[config.mk]
export PLATFORM = sky130hd
export DESIGN_NAME = alu_exec_unit
export DESIGN_NICKNAME = d
export VERILOG_FILES = /design/src/rtl/alu_pkg.sv /design/src/rtl/alu_iter_muldiv.sv /design/src/rtl/alu_exec_unit.sv
export SDC_FILE = /design/constraint.sdc
export NUM_CORES = 1
export LEC_CHECK = 0
export ABC_AREA = 1
export BUFFER_PORTS_ARGS = -buffer_cell sky130_fd_sc_hd__buf_2
export CELL_PAD_IN_SITES_DETAIL_PLACEMENT = 0
export CELL_PAD_IN_SITES_GLOBAL_PLACEMENT = 1
export CORE_ASPECT_RATIO = 1.25
export CORE_MARGIN = 5
export CORE_UTILIZATION = 38
export DETAILED_ROUTE_END_ITERATION = 8
export PLACE_DENSITY_LB_ADDON = 0.1
export SYNTH_ARGS = -nofsm -noshare
export SYNTH_HDL_FRONTEND = slang
export SYNTH_SLANG_ARGS = --single-unit
[constraint.sdc]
create_clock -name clk -period 1 [get_ports clk]
set_input_delay 0.1 -clock clk [delete_from_list [all_inputs] [get_ports clk]]
set_output_delay 0.1 -clock clk [all_outputs]
set_load 0.01 [all_outputs]
[src/rtl/alu_pkg.sv]
`default_nettype none
// +--------------------------------------------------------------------+
// | alu_pkg: ALU control codes shared with the decoder, FSM states.     |
// | Rev 1.0                                                             |
// +--------------------------------------------------------------------+
package alu_pkg;

  localparam logic [3:0] ALU_ADD  = 4'b0000;
  localparam logic [3:0] ALU_SUB  = 4'b0001;
  localparam logic [3:0] ALU_AND  = 4'b0010;
  localparam logic [3:0] ALU_OR   = 4'b0011;
  localparam logic [3:0] ALU_XOR  = 4'b0100;
  localparam logic [3:0] ALU_SLT  = 4'b0101;
  localparam logic [3:0] ALU_SLTU = 4'b0110;
  localparam logic [3:0] ALU_MUL  = 4'b1000;
  localparam logic [3:0] ALU_DIVU = 4'b1001;
  localparam logic [3:0] ALU_SLL  = 4'b1010;
  localparam logic [3:0] ALU_SRA  = 4'b1011;
  localparam logic [3:0] ALU_SRL  = 4'b1100;

  typedef enum logic [1:0] {
    S_IDLE = 2'd0,
    S_BUSY = 2'd1,
    S_DONE = 2'd2
  } alu_state_e;

  function automatic logic alu_is_muldiv(input logic [3:0] code);
    return (code == ALU_MUL) || (code == ALU_DIVU);
  endfunction

endpackage
`default_nettype wire

[src/rtl/alu_iter_muldiv.sv]
`default_nettype none
// +--------------------------------------------------------------------+
// | alu_iter_muldiv: WIDTH-iteration shift-add multiplier / restoring   |
// | divider, used only when ALU_MULDIV_EN is defined.  Rev 1.0          |
// +--------------------------------------------------------------------+
module alu_iter_muldiv #(
  parameter int WIDTH = 32
) (
  input  logic             clk,
  input  logic             reset,
  input  logic             start_i,
  input  logic             op_i,      // 0: MUL, 1: DIVU
  input  logic [WIDTH-1:0] a_i,
  input  logic [WIDTH-1:0] b_i,
  output logic             done_o,
  output logic [WIDTH-1:0] result_o
);

  localparam int CNT_W = $clog2(WIDTH);

  logic [CNT_W-1:0] cnt_q, cnt_d;
  logic             busy_q, busy_d;
  logic             done_q, done_d;
  logic             div_q, div_d;
  // acc: product / partial remainder; x: multiplicand / dividend->quotient; y: multiplier / divisor
  logic [WIDTH-1:0] acc_q, acc_d;
  logic [WIDTH-1:0] x_q, x_d;
  logic [WIDTH-1:0] y_q, y_d;
  logic [WIDTH:0]   w_trial;

  always_comb begin
    cnt_d   = cnt_q;
    busy_d  = busy_q;
    done_d  = 1'b0;
    div_d   = div_q;
    acc_d   = acc_q;
    x_d     = x_q;
    y_d     = y_q;
    w_trial = {acc_q, x_q[WIDTH-1]} - {1'b0, y_q};
    if (start_i) begin
      cnt_d  = CNT_W'(WIDTH - 1);
      busy_d = 1'b1;
      div_d  = op_i;
      acc_d  = '0;
      x_d    = a_i;
      y_d    = b_i;
    end else if (busy_q) begin
      if (div_q) begin
        // A zero divisor never borrows, so the quotient saturates to all ones.
        if (!w_trial[WIDTH]) begin
          acc_d = w_trial[WIDTH-1:0];
          x_d   = {x_q[WIDTH-2:0], 1'b1};
        end else begin
          acc_d = {acc_q[WIDTH-2:0], x_q[WIDTH-1]};
          x_d   = {x_q[WIDTH-2:0], 1'b0};
        end
      end else begin
        if (y_q[0]) begin
          acc_d = acc_q + x_q;
        end
        x_d = {x_q[WIDTH-2:0], 1'b0};
        y_d = {1'b0, y_q[WIDTH-1:1]};
      end
      cnt_d = cnt_q - 1'b1;
      if (cnt_q == '0) begin
        busy_d = 1'b0;
        done_d = 1'b1;
      end
    end
  end

  always_ff @(posedge clk or posedge reset) begin
    if (reset) begin
      cnt_q  <= '0;
      busy_q <= 1'b0;
      done_q <= 1'b0;
      div_q  <= 1'b0;
      acc_q  <= '0;
      x_q    <= '0;
      y_q    <= '0;
    end else begin
      cnt_q  <= cnt_d;
      busy_q <= busy_d;
      done_q <= done_d;
      div_q  <= div_d;
      acc_q  <= acc_d;
      x_q    <= x_d;
      y_q    <= y_d;
    end
  end

  assign done_o   = done_q;
  assign result_o = div_q ? x_q : acc_q;

endmodule
`default_nettype wire

[src/rtl/alu_exec_unit.sv]
`default_nettype none
// +--------------------------------------------------------------------+
// | alu_exec_unit: execute-stage ALU with valid/ready handshake.        |
// | MUL/DIVU run iteratively only when ALU_MULDIV_EN is defined. Rev 1.0|
// +--------------------------------------------------------------------+
module alu_exec_unit
  import alu_pkg::*;
#(
  parameter int WIDTH = 32
) (
  input  logic             clk,
  input  logic             reset,
  input  logic             in_valid,
  output logic             in_ready,
  input  logic [3:0]       alu_control,
  input  logic [WIDTH-1:0] src_a,
  input  logic [WIDTH-1:0] src_b,
  output logic             out_valid,
  input  logic             out_ready,
  output logic [WIDTH-1:0] result,
  output logic             zero,
  output logic             illegal
);

  localparam int SH_W = $clog2(WIDTH);

  alu_state_e       state_q, state_d;
  logic [WIDTH-1:0] result_q, result_d;
  logic             illegal_q, illegal_d;

  logic             w_accept;
  logic             w_is_md;
  logic [SH_W-1:0]  w_shamt;
  logic [WIDTH-1:0] w_alu_res;
  logic             w_alu_ill;

`ifdef ALU_MULDIV_EN
  logic             w_md_start;
  logic             w_md_done;
  logic [WIDTH-1:0] w_md_result;

  assign w_is_md    = alu_is_muldiv(alu_control);
  assign w_md_start = w_accept & w_is_md;

  alu_iter_muldiv #(
    .WIDTH (WIDTH)
  ) u_muldiv (
    .clk      (clk),
    .reset    (reset),
    .start_i  (w_md_start),
    .op_i     (alu_control == ALU_DIVU),
    .a_i      (src_a),
    .b_i      (src_b),
    .done_o   (w_md_done),
    .result_o (w_md_result)
  );
`else
  assign w_is_md = 1'b0;
`endif

  assign w_shamt = src_b[SH_W-1:0];

  // MUL/DIVU land in the default arm; when the iterative path exists they are routed to BUSY instead.
  always_comb begin
    w_alu_res = '0;
    w_alu_ill = 1'b0;
    case (alu_control)
      ALU_ADD:  w_alu_res = src_a + src_b;
      ALU_SUB:  w_alu_res = src_a - src_b;
      ALU_AND:  w_alu_res = src_a & src_b;
      ALU_OR:   w_alu_res = src_a | src_b;
      ALU_XOR:  w_alu_res = src_a ^ src_b;
      ALU_SLT:  w_alu_res = {{(WIDTH-1){1'b0}}, $signed(src_a) < $signed(src_b)};
      ALU_SLTU: w_alu_res = {{(WIDTH-1){1'b0}}, src_a < src_b};
      ALU_SLL:  w_alu_res = src_a << w_shamt;
      ALU_SRA:  w_alu_res = $unsigned($signed(src_a) >>> w_shamt);
      ALU_SRL:  w_alu_res = src_a >> w_shamt;
      default:  w_alu_ill = 1'b1;
    endcase
  end

  assign in_ready = (state_q == S_IDLE) | ((state_q == S_DONE) & out_ready);
  assign w_accept = in_valid & in_ready;

  always_comb begin
    state_d   = state_q;
    result_d  = result_q;
    illegal_d = illegal_q;
    case (state_q)
      S_IDLE, S_DONE: begin
        if ((state_q == S_DONE) && out_ready) begin
          state_d = S_IDLE;
        end
        if (w_accept) begin
          if (w_is_md) begin
            state_d = S_BUSY;
          end else begin
            state_d   = S_DONE;
            result_d  = w_alu_res;
            illegal_d = w_alu_ill;
          end
        end
      end
`ifdef ALU_MULDIV_EN
      S_BUSY: begin
        if (w_md_done) begin
          state_d   = S_DONE;
          result_d  = w_md_result;
          illegal_d = 1'b0;
        end
      end
`endif
      default: state_d = S_IDLE;
    endcase
  end

  always_ff @(posedge clk or posedge reset) begin
    if (reset) begin
      state_q   <= S_IDLE;
      result_q  <= '0;
      illegal_q <= 1'b0;
    end else begin
      state_q   <= state_d;
      result_q  <= result_d;
      illegal_q <= illegal_d;
    end
  end

  assign out_valid = (state_q == S_DONE);
  assign result    = result_q;
  assign zero      = (result_q == '0);
  assign illegal   = illegal_q;

endmodule
`default_nettype wire

==> results of run 1 <==
[report_power, final]
group          switching, W  internal (W)  leakage, nW
clock network      0.000709       0.00144       0.0940
registers          0.000228       0.00160        0.442
logic               0.00696       0.00559         10.5
total               0.00790       0.00862         11.1
[worst paths after layout]
check	start	end	slack (ps)
min in group asynchronous	reset	state_q[1]	420
max in group asynchronous	reset	result[22]	350
hold reg to reg	result[1]	result[1]	500
hold / removal	in_valid	illegal	260
setup reg to reg	state_q[1]	result[8]	-380
setup / recovery	src_a[1]	result[17]	-890
[logic make-up (layout without fill, tap and decap cells)]
group	after synthesis	in the layout	synth area share, %
and+or+nand+nor	1394	1394	52.5
buffers and inverters	387	1038	14.5
AOI/OAI and AO/OA	280	280	14.4
adders and majority gates	99	99	11.0
DFF	34	34	7.48
xor gates and xnor gates	2	2	0.154
[worst reg2reg max path, cell delays in order (launching register included)]
cell     delay [ps]
dfrtp_1         390
nand2_2         120
nand2_4          80
inv_1            90
buf_12          200
buf_4           210
nand2_1         140
nand2_1          90
[synthesized netlist by cell type (2+ instances only)]
| cell | n |
|---|---|
| nand2_1 | 796 |
| nand3_1 | 320 |
| inv_1 | 286 |
| nor2_1 | 168 |
| ha_1 | 97 |
| a21oi_1 | 92 |
| o21ai_0 | 68 |
| buf_2 | 54 |
| dfrtp_1 | 34 |
| o21ai_1 | 27 |
| nand4_1 | 25 |
| o211ai_1 | 25 |
| nand2_2 | 23 |
| o22ai_1 | 21 |
| nor3_1 | 14 |
| o21bai_1 | 12 |
| buf_4 | 11 |
| clkbuf_1 | 11 |
| nor4_1 | 10 |
| buf_6 | 8 |
| nor2_2 | 8 |
| and2_1 | 7 |
| o21ai_2 | 7 |
| nand3_2 | 6 |
| a211oi_1 | 5 |
| buf_1 | 5 |
| inv_2 | 5 |
| nand2_4 | 5 |
| nand3b_1 | 5 |
| o21a_1 | 4 |
| o221ai_1 | 4 |
| a31oi_1 | 3 |
| nor2_4 | 3 |
| o2111ai_1 | 3 |
| clkbuf_2 | 2 |
| clkinv_1 | 2 |
| fa_1 | 2 |
| o21ba_1 | 2 |
[state kept, by name (all words and copies together), names as in the netlist]
signal and flops:
illegal 1, state_q 1, result 32
[per-layer routing]
metal  vias up  routed length (µm)  track usage (%)  share of wire [%]
met5         -                   0                0                  0
met1      8775               26700             48.0                 36
met2      1153               34400             67.9                 47
met3       371                5700             5.62                7.7
li1       8397                   -                -                  -
met4         0                7120             29.3                9.6
[cell type report]
class,instances,area (µm²),area share (%)
clock buffers,5,125,0.595
clock inverters,3,68.8,0.327
inverters,295,1170,5.57
multi-input cells,1775,11900,56.7
flip-flops and latches,34,852,4.06
well taps,396,495,2.36
repair buffers,735,6380,30.4
[metrics by stage]
stage | hold WS, ps | util, %
final | 262 | 71.4
after floorplan | 242 | -
after global placement | 157 | 55.8
after detailed placement | 176 | 55.8
after global routing | 267 | 71.4
after CTS | 207 | 66.9
[what timing repair did]
action,in CTS,in global routing
pin swaps,182,185
setup buffers,43,43
setup endpoints to repair,65,66
gates cloned,4,1
hold endpoints to repair,34,0
hold buffers,1,0
resized for setup,708,310
==> metrics, run 1 <==
total of fill cells in the finished design=2,465; standard-cell row count=70; total routing resource utilization after global routing=41.0%; Worst Setup Path Type=in -> reg; post-synthesis instance area=0.0114 mm²; cell-by-cell listing of the critical path=buf_8 -> clkinvlp_4 -> buf_6 -> ha_4 -> nor2_4 -> nand3_2 -> nand3b_1 -> nand2_2 -> nand2_4 -> nand2_1 -> nand2_1 -> nand2_1 -> nand3_1 -> nand2_1 -> o21ai_2 -> nand2_1; pin slew with the least headroom to its limit=792 ps; summed negative setup slack over all endpoints=-26,390 ps; endpoint kind of the worst setup timing path=register; highest achievable clock rate=529 MHz; number of levels in the clock H-tree=2; Most Frequent Cell on Critical Path=nand2_1; Max Slew Vio Count=0; most frequent cells in the layout=nand2_1 (589), buf_4 (513), nand3_1 (238), inv_1 (185), nand2_2 (165); DR iter-0 viols=2,305; Seq/Total Area, Yosys=7.48%; worst-path fanout max=3; largest net degree at the start of global routing=39; ratio of routed vias to standard cells=5.77; I/O Buffers=107; clock root buffer=clkbuf_16; Primary FF master, synth=dfrtp_1; number of distinct library cells after synthesis=54; Cell Pwr Density=786 mW/mm²; initial antenna violation count=0; post-synthesis sequential element count=34; cells taking the most area after synthesis=nand2_1 (26%), nand3_1 (14%), ha_1 (11%); number of top-level design ports=108; Leakage Power=11.1 nW; Post-Layout Cell Count=3,243; shortest clock period the worst path allows after layout=1890 ps; first drt pass iteration count=6; Mapped Nets=2,367; arrival time of data at the critical path endpoint=2060 ps; Rel. slew slack=46.6%; CTS tree=yes; total number of vias=18,696; stage delay of the slowest cell on the critical path=280 ps; top-area cell type share of the netlist area=26.3%; clock slew at reported path FFs=60 ps; wire length of the first global-routing pass=104,000 µm; # placed instances=3,157; Critical Path Source Type=input port; unrepaired setup endpoints after global routing=yes; cell count after synthesis=2,196; Synthesis Warnings=0; Sinks on Clock Net=34; Clock Latency Late Sink=290 ps; Die Height=203 µm; die width=165 µm; area of placed instances=0.0164 mm²; critical path's top delay family=simple AND/OR/NAND/NOR gates; worst hold path stage count=4; worst-case setup slack after placement=-1680 ps; diode insertion count for antenna repair=0; deepest clock path buffer count=2; max-capacitance violation count=0; Worst Hold Class=in -> reg; final setup violating endpoints=65; count of antenna-violating nets left after detailed routing=0; area leader, netlist=nand2_1; post-synthesis async set-or-reset flop share=100%; number of buffers and inverters on the critical path=3; reg2reg path depth=7; Layout Skew=8.73 ps; Hold Violations, Final=0; core area=0.0294 mm²; status=complete, but fails checks; residual overflow from global routing=0; Worst Slack Setup Final=-891 ps; critical path depth=16; Total Power Consumption=0.0165 W; DRC viols=0; WL final=73,900 µm; layout cells sized above 1=50.4%; cell with the largest stage delay on the worst path=nand3b_1; HPWL after DPL=56,500 µm; number of synthesized flops with an enable pin=0; count of nets after finishing=3,017; overall die area=0.0335 mm²; leading cell type in the layout, fill and taps excluded=nand2_1; Initial Util=38.6%; worst ir drop on vdd=649 µV; Worst EP required=1170 ps; Routed wire per std cell=22.8 µm; final weighted congestion of routability-driven global placement=1.09; number of buffers inserted during clock tree synthesis=5; area growth from synthesis to layout=84.8%; vias in the first global route=18,050; Layout Cell Area excl Fill=0.0210 mm²; average instance area after synthesis=5.18 µm²; final period utilization=189%; violated checks=setup timing
Power figures use the tool's default switching activity.
==> inputs of run 2 (changes only) <==
--- a/config.mk
+++ b/config.mk
@@ -14,6 +14,8 @@
 export CORE_UTILIZATION = 38
 export DETAILED_ROUTE_END_ITERATION = 8
 export PLACE_DENSITY_LB_ADDON = 0.1
+export SKIP_CTS_REPAIR_TIMING = 1
 export SYNTH_ARGS = -nofsm -noshare
 export SYNTH_HDL_FRONTEND = slang
 export SYNTH_SLANG_ARGS = --single-unit
+export TNS_END_PERCENT = 1
==> run 2 against run 1 <==
Net effect: the flow still finishes with violations (setup timing); clock power decreased by 24%; total power decreased by 14%; sequential share of layout area increased by 0.47 points; critical endpoint is now result[26]; largest power group unchanged.
==> metrics, run 2 (synthesis gave the netlist of run 1 again) <==
standard-cell row count=70; clock slew at reported path FFs=60 ps; unrepaired setup endpoints after global routing=yes; Worst EP required=1170 ps; number of buffers and inverters on the critical path=4; Layout Skew=5.55 ps; Sinks on Clock Net=34; DRC viols=0; area growth from synthesis to layout=65.5%; count of antenna-violating nets left after detailed routing=0; violated checks=setup timing; pin slew with the least headroom to its limit=734 ps; first drt pass iteration count=8; Rel. slew slack=50.6%; final weighted congestion of routability-driven global placement=1.11; shortest clock period the worst path allows after layout=1960 ps; final period utilization=196%; final hold slack=129 ps; leading cell type in the layout, fill and taps excluded=nand2_1; Most Frequent Cell on Critical Path=nand2_1; total routing resource utilization after global routing=37.8%; Routed wire per std cell=21.5 µm; I/O Buffers=107; highest achievable clock rate=510 MHz; status=complete, but fails checks; Initial Util=38.6%; largest net degree at the start of global routing=39; number of top-level design ports=108; Hold Violations, Final=0; number of levels in the clock H-tree=2; stage delay of the slowest cell on the critical path=230 ps; clock root buffer=clkbuf_16; core area=0.0294 mm²; worst ir drop on vdd=589 µV; ratio of routed vias to standard cells=5.58; HPWL after DPL=56,500 µm; critical path's top delay family=simple AND/OR/NAND/NOR gates; overall die area=0.0335 mm²; count of nets after finishing=2,982; Max Slew Vio Count=0; initial antenna violation count=0; worst-path fanout max=4; residual overflow from global routing=0; max-capacitance violation count=0; Die Height=203 µm; CTS tree=yes; DR iter-0 viols=1,913; arrival time of data at the critical path endpoint=2130 ps; worst-case setup slack after placement=-1730 ps; WL final=68,800 µm; vias in the first global route=16,684; Worst Setup Path Type=in -> reg; Critical Path Source Type=input port; layout cells sized above 1=40.5%; most frequent cells in the layout=nand2_1 (690), buf_4 (533), nand3_1 (283), inv_1 (240), nand2_2 (112); die width=165 µm; wire length of the first global-routing pass=96,300 µm; cell with the largest stage delay on the worst path=nand3b_1; number of buffers inserted during clock tree synthesis=5; deepest clock path buffer count=2; Worst Slack Setup Final=-959 ps; diode insertion count for antenna repair=0; endpoint kind of the worst setup timing path=register; Leakage Power=10.3 nW; Clock Latency Late Sink=280 ps; total number of vias=17,886; cell-by-cell listing of the critical path=buf_6 -> buf_4 -> ha_2 -> buf_4 -> nand2_1 -> nand2_2 -> nand2_1 -> nand2_1 -> nand2_1 -> nand3b_1 -> buf_4 -> nand2_2 -> nand4_1 -> nand3_2 -> nand2_2 -> o21ai_2 -> nand2_1; Worst Hold Class=in -> reg; Cell Pwr Density=755 mW/mm²; final setup violating endpoints=62; number of flip-flops in the largest register=32
## run 2: cell types whose count changed in the layout (fill, tap and decap cells not counted), moves of 22 or more
cell	previous run	this run
nor2_4	46	24
inv_1	185	240
nand3_2	67	34
buf_6	130	71
nand2_2	165	112
nand3_1	238	283
inv_2	94	47
nand2_1	589	690
nand2_4	65	22
## run 2: worst paths after layout
check | start | cells past startpoint | slack (ps) | endpoint
worst max-delay path | src_a[2] | 17 | -960 | result[26]
worst min register to register | illegal | 2 | 560 | illegal
max in group asynchronous | reset | 4 | 340 | result[20]
worst max register to register | state_q[1] | 7 | -310 | result[26]
min in group asynchronous | reset | 4 | 450 | state_q[1]
worst min-delay path | out_ready | 4 | 130 | state_q[1]
## run 2: report_power, final
part / internal (W) / total [W] / switching, W / leakage [nW]
registers: 0.00160 / 0.00179 / 0.000193 / 0.442
logic: 0.00473 / 0.0108 / 0.00606 / 9.74
clock network: 0.000990 / 0.00162 / 0.000632 / 0.0739
total: 0.00732 / 0.0142 / 0.00689 / 10.3
## run 2: through the flow
stage	power (W)	utilization, %	setup TNS, ps	instances	instance area (µm²)
2_1_floorplan	0.00588	-	-26380	2196	11500
3_3_place_gp	0.0105	55.8	-42170	3167	16400
3_5_place_dp	0.0105	55.8	-42700	3167	16400
4_1_cts	0.0122	56.3	-34990	3175	16600
5_1_grt	0.0149	63.9	-29740	3208	18800
6_report	0.0142	63.9	-26660	3208	18800
## run 2: cell type report
type	count	area, µm²
clock buffer	7	143
multi-input combinational	1775	10500
fill	2923	10600
inverter	295	1140
timing repair buffer	700	5660
tap	396	495
sequential	34	852
clock inverter	1	5.00
## run 2: worst min-delay path, delay by kind of cell
family	cells	cell delay, ps
buffers and inverters	2	120
AND/OR/NAND/NOR	2	160
## run 2: layer usage
| metal | track usage [%] | vias to the layer above | share of wire (%) |
|---|---|---|---|
| met5 | 0 | - | 0 |
| met4 | 24.2 | 0 | 8.9 |
| met3 | 4.65 | 280 | 7.1 |
| met2 | 62.8 | 944 | 47 |
| met1 | 45.6 | 8351 | 37 |
| li1 | - | 8311 | - |
